[src/rtl/load_store_unit.sv]
// Load/store unit between execute and a word-only data memory: sub-word extraction,
// read-modify-write for narrow stores, and splitting of word-crossing accesses.
module load_store_unit #(
   parameter int unsigned ADDR_W         = 8,
   parameter bit          ALLOW_MISALIGN = 1'b1
) (
   input  logic              clk,
   input  logic              rst,
   input  logic              req_valid,
   output logic              req_ready,
   input  logic              req_we,
   input  logic [2:0]        req_funct3,
   input  logic [ADDR_W-1:0] req_addr,
   input  logic [31:0]       req_wdata,
   output logic              resp_valid,
   input  logic              resp_ready,
   output logic [31:0]       resp_rdata,
   output logic              resp_err,
   output logic              mem_read,
   output logic              mem_write,
   output logic [ADDR_W-1:0] mem_add,
   output logic [31:0]       mem_wdata,
   input  logic [31:0]       mem_rdata
);

   localparam int unsigned IDX_W = ADDR_W - 2;

   typedef enum logic [2:0] {IDLE, RD0, RD1, WR0, WR1, RESP} state_t;

   function automatic logic [2:0] size_of(input logic [2:0] f3);
      case (f3[1:0])
         2'd0:    return 3'd1;
         2'd1:    return 3'd2;
         default: return 3'd4;
      endcase
   endfunction

   function automatic logic crosses(input logic [1:0] off, input logic [2:0] n);
      return (3'(off) + n) > 3'd4;
   endfunction

   // Replace n bytes starting at byte off of the two-word window {word1, word0}.
   function automatic logic [63:0] merge(input logic [63:0] w, input logic [1:0] off,
                                         input logic [2:0] n, input logic [31:0] wd);
      logic [63:0] r;
      r = w;
      for (int i = 0; i < 4; i++)
         if (3'(i) < n) r[(int'(off) + i) * 8 +: 8] = wd[i * 8 +: 8];
      return r;
   endfunction

   function automatic logic [31:0] extract(input logic [63:0] w, input logic [1:0] off,
                                           input logic [2:0] f3);
      logic [63:0] s;
      s = w >> {off, 3'b000};
      case (f3)
         3'd0:    return {{24{s[7]}}, s[7:0]};
         3'd1:    return {{16{s[15]}}, s[15:0]};
         3'd2:    return s[31:0];
         3'd4:    return {24'd0, s[7:0]};
         3'd5:    return {16'd0, s[15:0]};
         default: return 32'd0;
      endcase
   endfunction

   state_t            state;
   logic              we_q;
   logic [2:0]        f3_q;
   logic [1:0]        off_q;
   logic [IDX_W-1:0]  w0_q;
   logic [31:0]       wdata_q;
   logic [31:0]       word0;
   logic [31:0]       word1;

   logic [IDX_W-1:0]  req_idx;
   logic [IDX_W-1:0]  w1;
   logic [2:0]        req_n;
   logic [2:0]        nb_q;
   logic              req_legal;
   logic              req_error;
   logic              req_full_sw;
   logic              cross_q;
   logic [63:0]       merged_rd0;
   logic [63:0]       merged_rd1;
   logic [63:0]       merged_buf;

   // Request decode and store-merge candidates for each possible write entry point.
   always_comb begin
      req_idx     = req_addr[ADDR_W-1:2];
      req_n       = size_of(req_funct3);
      req_legal   = req_we ? (req_funct3 <= 3'd2)
                           : (req_funct3 <= 3'd2 || req_funct3 == 3'd4 || req_funct3 == 3'd5);
      req_error   = !req_legal || (crosses(req_addr[1:0], req_n) && !ALLOW_MISALIGN);
      req_full_sw = req_we && (req_funct3[1:0] == 2'd2) && (req_addr[1:0] == 2'd0);
      w1          = w0_q + IDX_W'(1);
      nb_q        = size_of(f3_q);
      cross_q     = crosses(off_q, nb_q);
      merged_rd0  = merge({32'd0, mem_rdata}, off_q, nb_q, wdata_q);
      merged_rd1  = merge({mem_rdata, word0}, off_q, nb_q, wdata_q);
      merged_buf  = merge({word1, word0}, off_q, nb_q, wdata_q);
   end

   // Sequencer; every output is loaded on the edge that enters the state using it.
   always_ff @(posedge clk or posedge rst) begin
      if (rst) begin
         state      <= IDLE;
         req_ready  <= 1'b1;
         resp_valid <= 1'b0;
         resp_err   <= 1'b0;
         resp_rdata <= '0;
         mem_read   <= 1'b0;
         mem_write  <= 1'b0;
         mem_add    <= '0;
         mem_wdata  <= '0;
         we_q       <= 1'b0;
         f3_q       <= '0;
         off_q      <= '0;
         w0_q       <= '0;
         wdata_q    <= '0;
         word0      <= '0;
         word1      <= '0;
      end else begin
         case (state)
            IDLE: if (req_valid) begin
               we_q      <= req_we;
               f3_q      <= req_funct3;
               off_q     <= req_addr[1:0];
               w0_q      <= req_idx;
               wdata_q   <= req_wdata;
               req_ready <= 1'b0;
               if (req_error) begin
                  state      <= RESP;
                  resp_valid <= 1'b1;
                  resp_err   <= 1'b1;
                  resp_rdata <= '0;
               end else if (req_full_sw) begin
                  state     <= WR0;
                  mem_write <= 1'b1;
                  mem_add   <= {req_idx, 2'b00};
                  mem_wdata <= req_wdata;
               end else begin
                  state    <= RD0;
                  mem_read <= 1'b1;
                  mem_add  <= {req_idx, 2'b00};
               end
            end
            RD0: begin
               word0 <= mem_rdata;
               if (cross_q) begin
                  state   <= RD1;
                  mem_add <= {w1, 2'b00};
               end else if (we_q) begin
                  state     <= WR0;
                  mem_read  <= 1'b0;
                  mem_write <= 1'b1;
                  mem_wdata <= merged_rd0[31:0];
               end else begin
                  state      <= RESP;
                  mem_read   <= 1'b0;
                  mem_add    <= '0;
                  resp_valid <= 1'b1;
                  resp_rdata <= extract({32'd0, mem_rdata}, off_q, f3_q);
               end
            end
            RD1: begin
               word1    <= mem_rdata;
               mem_read <= 1'b0;
               if (we_q) begin
                  state     <= WR0;
                  mem_write <= 1'b1;
                  mem_add   <= {w0_q, 2'b00};
                  mem_wdata <= merged_rd1[31:0];
               end else begin
                  state      <= RESP;
                  mem_add    <= '0;
                  resp_valid <= 1'b1;
                  resp_rdata <= extract({mem_rdata, word0}, off_q, f3_q);
               end
            end
            WR0: begin
               if (cross_q) begin
                  state     <= WR1;
                  mem_add   <= {w1, 2'b00};
                  mem_wdata <= merged_buf[63:32];
               end else begin
                  state      <= RESP;
                  mem_write  <= 1'b0;
                  mem_add    <= '0;
                  mem_wdata  <= '0;
                  resp_valid <= 1'b1;
                  resp_rdata <= '0;
               end
            end
            WR1: begin
               state      <= RESP;
               mem_write  <= 1'b0;
               mem_add    <= '0;
               mem_wdata  <= '0;
               resp_valid <= 1'b1;
               resp_rdata <= '0;
            end
            RESP: if (resp_ready) begin
               state      <= IDLE;
               resp_valid <= 1'b0;
               resp_err   <= 1'b0;
               resp_rdata <= '0;
               req_ready  <= 1'b1;
            end
            default: state <= IDLE;
         endcase
      end
   end

endmodule

[config.mk]
export PLATFORM = sky130hd
export DESIGN_NAME = load_store_unit
export DESIGN_NICKNAME = d
export VERILOG_FILES = /design/src/rtl/load_store_unit.sv
export SDC_FILE = /design/constraint.sdc
export NUM_CORES = 1
export LEC_CHECK = 0
export CORE_ASPECT_RATIO = 0.9
export CORE_MARGIN = 5
export CORE_UTILIZATION = 25
export DETAILED_ROUTE_END_ITERATION = 6
export DONT_BUFFER_PORTS = 1
export PLACE_DENSITY = 0.42
export SYNTH_ARGS = -nofsm -noshare
export SYNTH_HDL_FRONTEND = slang
export SYNTH_SLANG_ARGS = --single-unit
[constraint.sdc]
create_clock -name clk -period 7.85 [get_ports clk]
set_input_delay 1.57 -clock clk [delete_from_list [all_inputs] [get_ports clk]]
set_output_delay 1.57 -clock clk [all_outputs]
set_load 0.05 [all_outputs]
==> results.json, run 1 <==
{
  "outcome": "complete, no violations",
  "nets": 1520,
  "synthXorXnorAreaFrac_pct": 0.201,
  "root_buffer": "clkbuf_16",
  "dp_hpwl_mm": 43.5,
  "final.period_utilization_pct": 56.0,
  "area_delta_synth_final_pct": 8.64,
  "fp.dieH_um": 222,
  "max_freq_ghz": 0.227,
  "clk_pin_slew_worst_paths_ns": 0.07,
  "hold_viol_final": 0,
  "drv_cap": 0,
  "whs_ns": 0.486,
  "slew_viol_final": 0,
  "setup_violations": 0,
  "cts.sinks": 186,
  "cp.required_ns": 8.20,
  "final_antenna_net_count": 0,
  "end_kind": "flop",
  "ioPinCount": 157,
  "place.gp.congestion": 0.983,
  "p_leak_nw": 5.34,
  "yosys-top-cells-area": "dfrtp_1, nand2_1, mux2_2, a21oi_1, o21ai_0",
  "cp-endpoint": "mem_wdata[4]",
  "vdd_drop_max_mv": 0.191,
  "yosys_warnings": 0,
  "first_global_vias": 11400,
  "synth_enable_flop_cells": 0,
  "avgSynthCellArea_um2": 8.26,
  "synthMuxAreaShare_pct": 9.40,
  "vias": 11900,
  "crit_start": "off_q[0]",
  "clkLatencyLatePin_ns": 0.49,
  "antenna_found_initial": 2,
  "route.detailed.drc": 0,
  "overflow": 0,
  "startpoint_type": "flop",
  "synth_cells": 1511,
  "htreeDepth": 4,
  "ys_seq_elements": 186,
  "clockBufferDepth": 2,
  "period_minus_slack_ns": 4.40,
  "cts.repair.resized": 0,
  "setup_tns_ns": 0,
  "numPortBuffers": 0,
  "r2r_cells": 8,
  "hp-class": "reg -> reg",
  "path_class": "reg -> reg",
  "start_util_pct": 25.4,
  "cts_setup_buffers": 0,
  "max_slew_margin_pct": 16.2,
  "synth_top_area_cell": "dfrtp_1",
  "grtUsageTotal_pct": 20.8,
  "dr.pass1.iters": 5,
  "drive_gt1_share_pct": 10.6,
  "die_area_mm2": 0.0545,
  "fin_worst_skew_ns": 0.0152,
  "numCtsBuffers": 17,
  "crit_fanout": 33,
  "timing.rr.start": "off_q[0]",
  "rsz0062_at_grt": "false",
  "rr_endpoint": "mem_wdata[4]",
  "avgRoutedWirePerCell_um": 27.4,
  "worst_slew_pin_slew_ns": 1.24,
  "syn_area_mm2": 0.0125,
  "synth_fa_ha_area_share_pct": 1.46,
  "seq_area_frac_synth_pct": 37.3,
  "rows": 77,
  "tritoncts": "done",
  "vias_per_cell": 5.65,
  "synth_ff_type": "dfrtp_1",
  "async_flop_share_pct": 100,
  "die_x_um": 246,
  "synth_compound_area_share_pct": 24.6,
  "routed_wl_mm": 57.9,
  "synth_top_area_share_pct": 37.1,
  "p_per_area_mw_per_mm2": 558,
  "synth_top_family_by_area": "compound AO/OA/AOI/OAI gates",
  "ys_types": 87,
  "grt_max_degree": 69,
  "hold_buffers": 0,
  "grt_pass1_wl_mm": 84.1,
  "cp.arrival_ns": 4.75,
  "synth-simple-area-share_pct": 22.1,
  "r2r_slack_ns": 3.45,
  "drtIter0Drc": 1199,
  "core_mm2": 0.0492
}
per-stage QoR:
stage                     total power, W  std cells  setup slack [ns]  util, %  cell area, um^2
final                            0.00757       2111              3.45     27.5            13600
after global routing             0.00804       2111              3.24     27.5            13600
after detailed placement         0.00663       2078              3.54     26.3            12900
after floorplan                  0.00522       1512              1.22        -            12500
after CTS                        0.00759       2110              3.50     27.5            13600
after global placement           0.00661       2078              3.54     26.3            12900
cell usage after synthesis, types with 8 or more instances:
cell,count
a221oi_1,32
nand3_1,32
o31ai_1,13
a32oi_1,11
nand2_1,324
buf_1,15
nor2b_1,15
ha_1,13
mux2i_1,43
mux2_2,62
a22o_1,10
o2bb2ai_1,10
a22oi_1,39
a211oi_1,32
nor2_1,92
clkbuf_1,72
a31oi_1,16
and2_1,18
o22ai_1,21
nor3b_1,12
inv_1,15
o21ai_1,10
buf_2,27
nor3_1,38
dfrtp_1,185
o21ai_0,96
a21oi_1,110
o21a_1,8
kinds of logic (layout without fill, tap and decap cells):
logic type,after synthesis,count (layout)
simple gates,595,595
fa+ha+maj,14,14
compound gates,466,466
xor+xnor,2,2
mux,107,107
flops,186,186
buf+inv,140,67
other cells,1,3
report_power, final:
part	internal, W	leakage [nW]	switching (W)
Clock	0.000511	0.295	0.000421
Sequential	0.00142	2.28	0.00128
Combinational	0.00137	2.76	0.00257
Total	0.00330	5.34	0.00428
cells in the final DEF, fill, tap and decap left out, drive strengths merged, types with 8 or more instances in the layout:
cell	n
nand2	325
dfrtp	185
a21oi	110
o21ai	108
nor2	95
mux2	62
nor3	45
mux2i	43
a22oi	39
nand3	32
a211oi	32
a221oi	32
o22ai	21
buf	19
and2	19
clkbuf	19
inv	19
a31oi	16
nor2b	15
nor3b	15
o31ai	13
ha	13
a32oi	11
a22o	10
o2bb2ai	10
o21a	8
per-layer routing:
metal,routed length (um),track usage [%]
met5,7,0
met4,1580,6.32
met3,3530,4.82
met2,27500,33.2
met1,25300,28.0
worst min path at each step:
stage | from | endpoint | slack [ns] | depth (start not counted)
detailed placement | word1[25] | word1[25] | 0.47 | 2
floorplan | word1[17] | word1[17] | 0.45 | 2
global placement | word1[25] | word1[25] | 0.47 | 2
global route | word1[25] | word1[25] | 0.51 | 2
CTS | word1[25] | word1[25] | 0.49 | 2
finish | word1[25] | word1[25] | 0.49 | 2
sequential cells by signal, indices dropped and copies added (netlist names):
| name | flops |
|---|---|
| word0 | 32 |
| mem_add | 6 |
| we_q | 1 |
| mem_write | 1 |
| mem_read | 1 |
| word1 | 32 |
| f3_q | 3 |
| w0_q | 6 |
| resp_valid | 1 |
| req_ready | 1 |
| mem_wdata | 32 |
| resp_err | 1 |
| wdata_q | 32 |
| state | 3 |
| resp_rdata | 32 |
| off_q | 2 |
critical path, stage by stage (launching register included):
cell and delay [ns]:
dfrtp_4 0.65, inv_1 0.32, ha_1 0.82, nand2b_1 0.78, and2_1 0.56, a22oi_1 0.21
o21ai_0 0.12, a2111oi_0 0.64, o21ai_1 0.14
layout make-up:
class | count | area (um^2)
fill | 5317 | 35700
multi-input combinational | 1186 | 7240
sequential | 186 | 4660
tap | 671 | 840
clock buffer | 19 | 443
clock inverter | 13 | 164
timing repair buffer | 19 | 143
inverter | 16 | 67.6
antenna | 1 | 2.50
(Power assumes the default switching activity.)
==> inputs of run 2 (changes only) <==
==> constraint.sdc (replaced) <==
create_clock -name clk -period 4.2 [get_ports clk]
set_input_delay 0.84 -clock clk [delete_from_list [all_inputs] [get_ports clk]]
set_output_delay 0.84 -clock clk [all_outputs]
set_load 0.05 [all_outputs]
==> run 2 against run 1 <==
Effect of this change: die area stayed put; worst setup slack worse by 3.0 ns; first-iteration DRC count is 6.0% higher; non-clock buffer count is 28 higher; clock-buffer cell count is 2 lower; sequential share of layout area is 0.58 points lower; via count is 0.51% higher; wire length is 1.1% higher; highest routed layer is now met4.
==> results.json, run 2 (same netlist as run 1, synthesis figures left out) <==
{
  "numPortBuffers": 0,
  "crit_fanout": 13,
  "numCtsBuffers": 17,
  "vdd_drop_max_mv": 0.408,
  "cts.repair.resized": 0,
  "fin_worst_skew_ns": 0.0151,
  "max_slew_margin_pct": 18.9,
  "p_leak_nw": 5.48,
  "startpoint_type": "flop",
  "r2r_slack_ns": 0.40,
  "max_freq_ghz": 0.263,
  "antenna_found_initial": 1,
  "cp.required_ns": 4.56,
  "vias_per_cell": 5.61,
  "rows": 77,
  "fp.dieH_um": 222,
  "hold_viol_final": 0,
  "htreeDepth": 4,
  "dpl_cell_area_mm2": 0.0132,
  "swShare_pct": 56.2,
  "grt_max_degree": 70,
  "die_area_mm2": 0.0545,
  "start_util_pct": 25.4,
  "area_delta_synth_final_pct": 10.5,
  "rsz0062_at_grt": "false",
  "dr.pass1.iters": 5,
  "dp_hpwl_mm": 44.8,
  "grt_pass1_wl_mm": 85.3,
  "die_x_um": 246,
  "final_common_cell": "nand2_1",
  "pwr-share-comb_pct": 52.9,
  "pwr-share-seq_pct": 34.7,
  "power.internal_w": 0.00634,
  "final_cell_mix": "nand2_1, dfrtp_1, a21oi_1",
  "timing.rr.start": "f3_q[0]",
  "route.detailed.drc": 0,
  "final.period_utilization_pct": 90.4,
  "place.gp.congestion": 0.991,
  "path_class": "reg -> reg",
  "grtUsageTotal_pct": 21.1,
  "p_per_area_mw_per_mm2": 1050,
  "root_buffer": "clkbuf_16",
  "stdcell_area_mm2": 0.0138,
  "rr_endpoint": "mem_wdata[10]",
  "hold_buffers": 0,
  "cp.arrival_ns": 4.16,
  "drv_cap": 0,
  "drtIter0Drc": 1271,
  "cts_setup_buffers": 0,
  "routed_wl_mm": 58.6,
  "hp-class": "in -> async",
  "finalWorstSetupSlack_ns": 0.405,
  "clk_pin_slew_worst_paths_ns": 0.08,
  "fillers": 5348,
  "final_antenna_net_count": 0,
  "r2r_cells": 9,
  "overflow": 0,
  "slew_viol_final": 0,
  "setup_tns_ns": 0,
  "outcome": "complete, no violations",
  "clkLatencyLatePin_ns": 0.49,
  "avgRoutedWirePerCell_um": 27.4,
  "worst_slew_pin_slew_ns": 1.21,
  "clockBufferDepth": 2,
  "ioPinCount": 157,
  "vias": 12000,
  "setup_violations": 0,
  "drive_gt1_share_pct": 12.3,
  "whs_ns": 0.281,
  "power.switching_w": 0.00813,
  "nets": 1548,
  "core_mm2": 0.0492,
  "first_global_vias": 11700,
  "cts.sinks": 186,
  "end_kind": "flop",
  "dp_slack_ns": 0.475,
  "period_minus_slack_ns": 3.80,
  "clockPowerShare_pct": 12.4,
  "num_antenna_cells": 0,
  "tritoncts": "done"
}
==> run 2: cell count changes in the layout (fill, tap and decap cells not counted), sizes merged <==
cell / before / now
buf: 19 / 47
bufinv: 3 / 4
clkbuf: 19 / 17
clkinvlp: 2 / 3
diode: 1 / 0
inv: 19 / 18
==> run 2: final cells by class <==
class                   count  area [um^2]  area share (%)
flip-flops and latches    186         4660            33.8
inverters                  16         63.8           0.463
clock inverters            14          194            1.41
clock buffers              17          425            3.08
well taps                 671          840            6.09
multi-input cells        1186         7230            52.4
repair buffers             47          378            2.74
==> run 2: critical path, stage by stage, from the launching register on <==
cell	delay, ns
dfrtp_1	0.54
nor2b_1	0.45
inv_1	0.16
ha_1	0.56
nor3b_1	0.82
nor3_1	0.25
a221oi_1	0.37
nor3_1	0.08
nor4_1	0.29
o21ai_0	0.14
==> run 2: per-stage QoR <==
| step | utilization (%) | std cells | total power [W] |
|---|---|---|---|
| after floorplan | - | 1512 | 0.00976 |
| after global placement | 26.8 | 2106 | 0.0126 |
| after detailed placement | 26.8 | 2106 | 0.0126 |
| after CTS | 28.0 | 2137 | 0.0145 |
| after global routing | 28.0 | 2137 | 0.0154 |
| final | 28.0 | 2137 | 0.0145 |
==> run 2: layer usage <==
| layer | global-route usage (%) | routed length (um) | part of all wire [%] | up-vias |
|---|---|---|---|---|
| li1 | - | - | - | 5388 |
| met1 | 28.8 | 25900 | 44 | 6081 |
| met2 | 33.6 | 27600 | 47 | 446 |
| met3 | 4.99 | 3950 | 6.7 | 64 |
| met4 | 5.63 | 1170 | 2.0 | 0 |
| met5 | 0 | 0 | 0 | - |
==> run 2: how the worst max path moves through the flow <==
| stage | slack [ns] | end | start | depth (start not counted) |
|---|---|---|---|---|
| 6_report | 0.40 | mem_wdata[10] | f3_q[0] | 9 |
| 5_1_grt | 0.17 | mem_wdata[10] | f3_q[0] | 9 |
| 4_1_cts | 0.44 | mem_wdata[10] | f3_q[0] | 9 |
| 3_5_place_dp | 0.48 | mem_wdata[10] | f3_q[0] | 9 |
| 3_3_place_gp | 0.52 | mem_wdata[10] | f3_q[0] | 9 |
| 2_1_floorplan | 0.90 | mem_wdata[7] | off_q[1] | 12 |
==> run 2: power by group through the flow <==
stage | clock [W] | combinational, W | sequential, W
after floorplan | 0 | 0.00559 | 0.00417
after global placement | 0 | 0.00759 | 0.00505
after detailed placement | 0 | 0.00759 | 0.00504
after CTS | 0.00187 | 0.00761 | 0.00501
after global routing | 0.00192 | 0.00836 | 0.00510
final | 0.00180 | 0.00765 | 0.00502
==> inputs of run 3 (changes only) <==
--- a/config.mk
+++ b/config.mk
@@ -10,6 +10,7 @@
 export CORE_UTILIZATION = 25
 export DETAILED_ROUTE_END_ITERATION = 6
 export DONT_BUFFER_PORTS = 1
+export GPL_TIMING_DRIVEN = 0
 export PLACE_DENSITY = 0.42
 export SYNTH_ARGS = -nofsm -noshare
 export SYNTH_HDL_FRONTEND = slang
==> run 3 against run 2 <==
Effect of this change: clock skew is 0.0070 ns lower; critical endpoint is now mem_wdata[23]; clock power is 6% lower; total power is 3.1% higher; die area stayed put; hold slack better by 0.024 ns; register-to-register slack worse by 0.30 ns; wire length is 7.9% higher; first-iteration DRC count is 18% higher; cell count is 3.8% higher; worst setup slack worse by 0.30 ns; core utilization is 0.51 points higher.
==> results.json, run 3 (same netlist as run 1, synthesis figures left out) <==
{
  "outcome": "complete, no violations",
  "die_x_um": 246,
  "numCtsBuffers": 17,
  "area_delta_synth_final_pct": 12.5,
  "max_freq_ghz": 0.244,
  "met1_usage_pct": 31.3,
  "setup_tns_ns": 0,
  "fin_worst_skew_ns": 0.00818,
  "die_area_mm2": 0.0545,
  "worst_slew_pin_slew_ns": 0.925,
  "avgRoutedWirePerCell_um": 28.5,
  "r2r_cells": 11,
  "startpoint_type": "flop",
  "period_minus_slack_ns": 4.09,
  "clk_pin_slew_worst_paths_ns": 0.07,
  "tritoncts": "done",
  "grt_util_met2_pct": 35.1,
  "crit_start": "off_q[1]",
  "num_antenna_cells": 0,
  "htreeDepth": 4,
  "clkLatencyLatePin_ns": 0.50,
  "p_leak_nw": 5.56,
  "place.gp.congestion": 1.02,
  "hp-class": "in -> async",
  "path_class": "reg -> reg",
  "stdcell_area_mm2": 0.0140,
  "dpl_cell_area_mm2": 0.0134,
  "final.period_utilization_pct": 97.4,
  "vias": 12500,
  "grt.met3_usage_pct": 5.69,
  "clockBufferDepth": 2,
  "core_mm2": 0.0492,
  "finalWorstSetupSlack_ns": 0.110,
  "cp.required_ns": 4.56,
  "routed_wl_mm": 63.2,
  "grt_pass1_wl_mm": 90.4,
  "ioPinCount": 157,
  "dr.pass1.iters": 6,
  "drtIter0Drc": 1497,
  "rows": 77,
  "drv_cap": 0,
  "timing.rr.start": "off_q[1]",
  "end_kind": "flop",
  "slew_viol_final": 0,
  "max_slew_margin_pct": 38.3,
  "route.detailed.drc": 0,
  "grt_max_degree": 40,
  "first_global_vias": 12200,
  "path_cells": "clkinv_4 > clkbuf_2 > ha_1 > ha_2 > nand2_1 > or3_1 > clkbuf_1 > a21oi_1 > nor3_1 > nor4_1 > o21ai_0",
  "p_per_area_mw_per_mm2": 1060,
  "dp_slack_ns": -1.03,
  "setup_violations": 0,
  "fillers": 5395,
  "critPathTopFamily": "simple AND/OR/NAND/NOR gates",
  "crit_buf_inv": 3,
  "final_cell_mix": "nand2_1, dfrtp_1, a21oi_1",
  "grtUsageTotal_pct": 22.8,
  "cp.arrival_ns": 4.45,
  "slowest_delay_ns": 0.55,
  "cp.depth": 11,
  "fp.dieH_um": 222,
  "final_antenna_net_count": 0,
  "antenna_found_initial": 2,
  "rsz0062_at_grt": "false",
  "drive_gt1_share_pct": 11.8,
  "overflow": 0,
  "vdd_drop_max_mv": 0.368,
  "root_buffer": "clkbuf_16",
  "slowest_stage": "ha_2",
  "grt_busiest_layer": "met2",
  "total_power_w": 0.0149,
  "crit_fanout": 15,
  "hold_viol_final": 0,
  "numPortBuffers": 0,
  "dp_hpwl_mm": 50.1,
  "start_util_pct": 25.4,
  "vias_per_cell": 5.63,
  "cts.sinks": 186,
  "final_common_cell": "nand2_1",
  "final_util_pct": 28.5,
  "nets": 1628
}
[run 3: area by class of cell]
cell class,instances,area (um^2),area share [%]
multi-input combinational,1186,7250,51.6
clock inverter,14,145,1.03
inverter,16,68.8,0.490
tap,671,840,5.98
buffer,121,539,3.84
sequential,186,4660,33.2
timing repair buffer,6,108,0.766
clock buffer,18,439,3.13
[run 3: timing repair]
item | 4_1_cts | 5_1_grt
hold buffers | 0 | 0
pin swaps | 2 | 0
setup buffers | 1 | 0
gates resized for setup | 6 | 9
setup endpoints to repair | 59 | 17
[run 3: path summary, 6_finish.rpt]
check / slack, ns / to
max: 0.11 / mem_wdata[23]
min: 0.31 / w0_q[0]
max reg2reg: 0.11 / mem_wdata[23]
min reg2reg: 0.49 / word1[5]
max in group asynchronous: 2.81 / mem_wdata[26]
min in group clk: 0.44 / word0[10]
[run 3: per-layer routing]
metal / wire length (um) / up-vias
li1: - / 5547
met4: 1760 / 0
met3: 4780 / 88
met2: 28700 / 538
met5: 0 / -
met1: 28000 / 6323
[run 3: stage by stage]
step,std cells,hold WS [ns]
3_5_place_dp,2188,0.476
4_1_cts,2218,0.290
2_1_floorplan,1512,0.445
6_report,2218,0.305
3_3_place_gp,2183,0.473
5_1_grt,2218,0.332
[run 3: power breakdown]
group	switching, W	leakage (nW)	total (W)	internal, W
Combinational	0.00566	2.99	0.00845	0.00279
Clock	0.000806	0.291	0.00170	0.000892
Sequential	0.00213	2.28	0.00478	0.00265
Total	0.00859	5.56	0.0149	0.00633
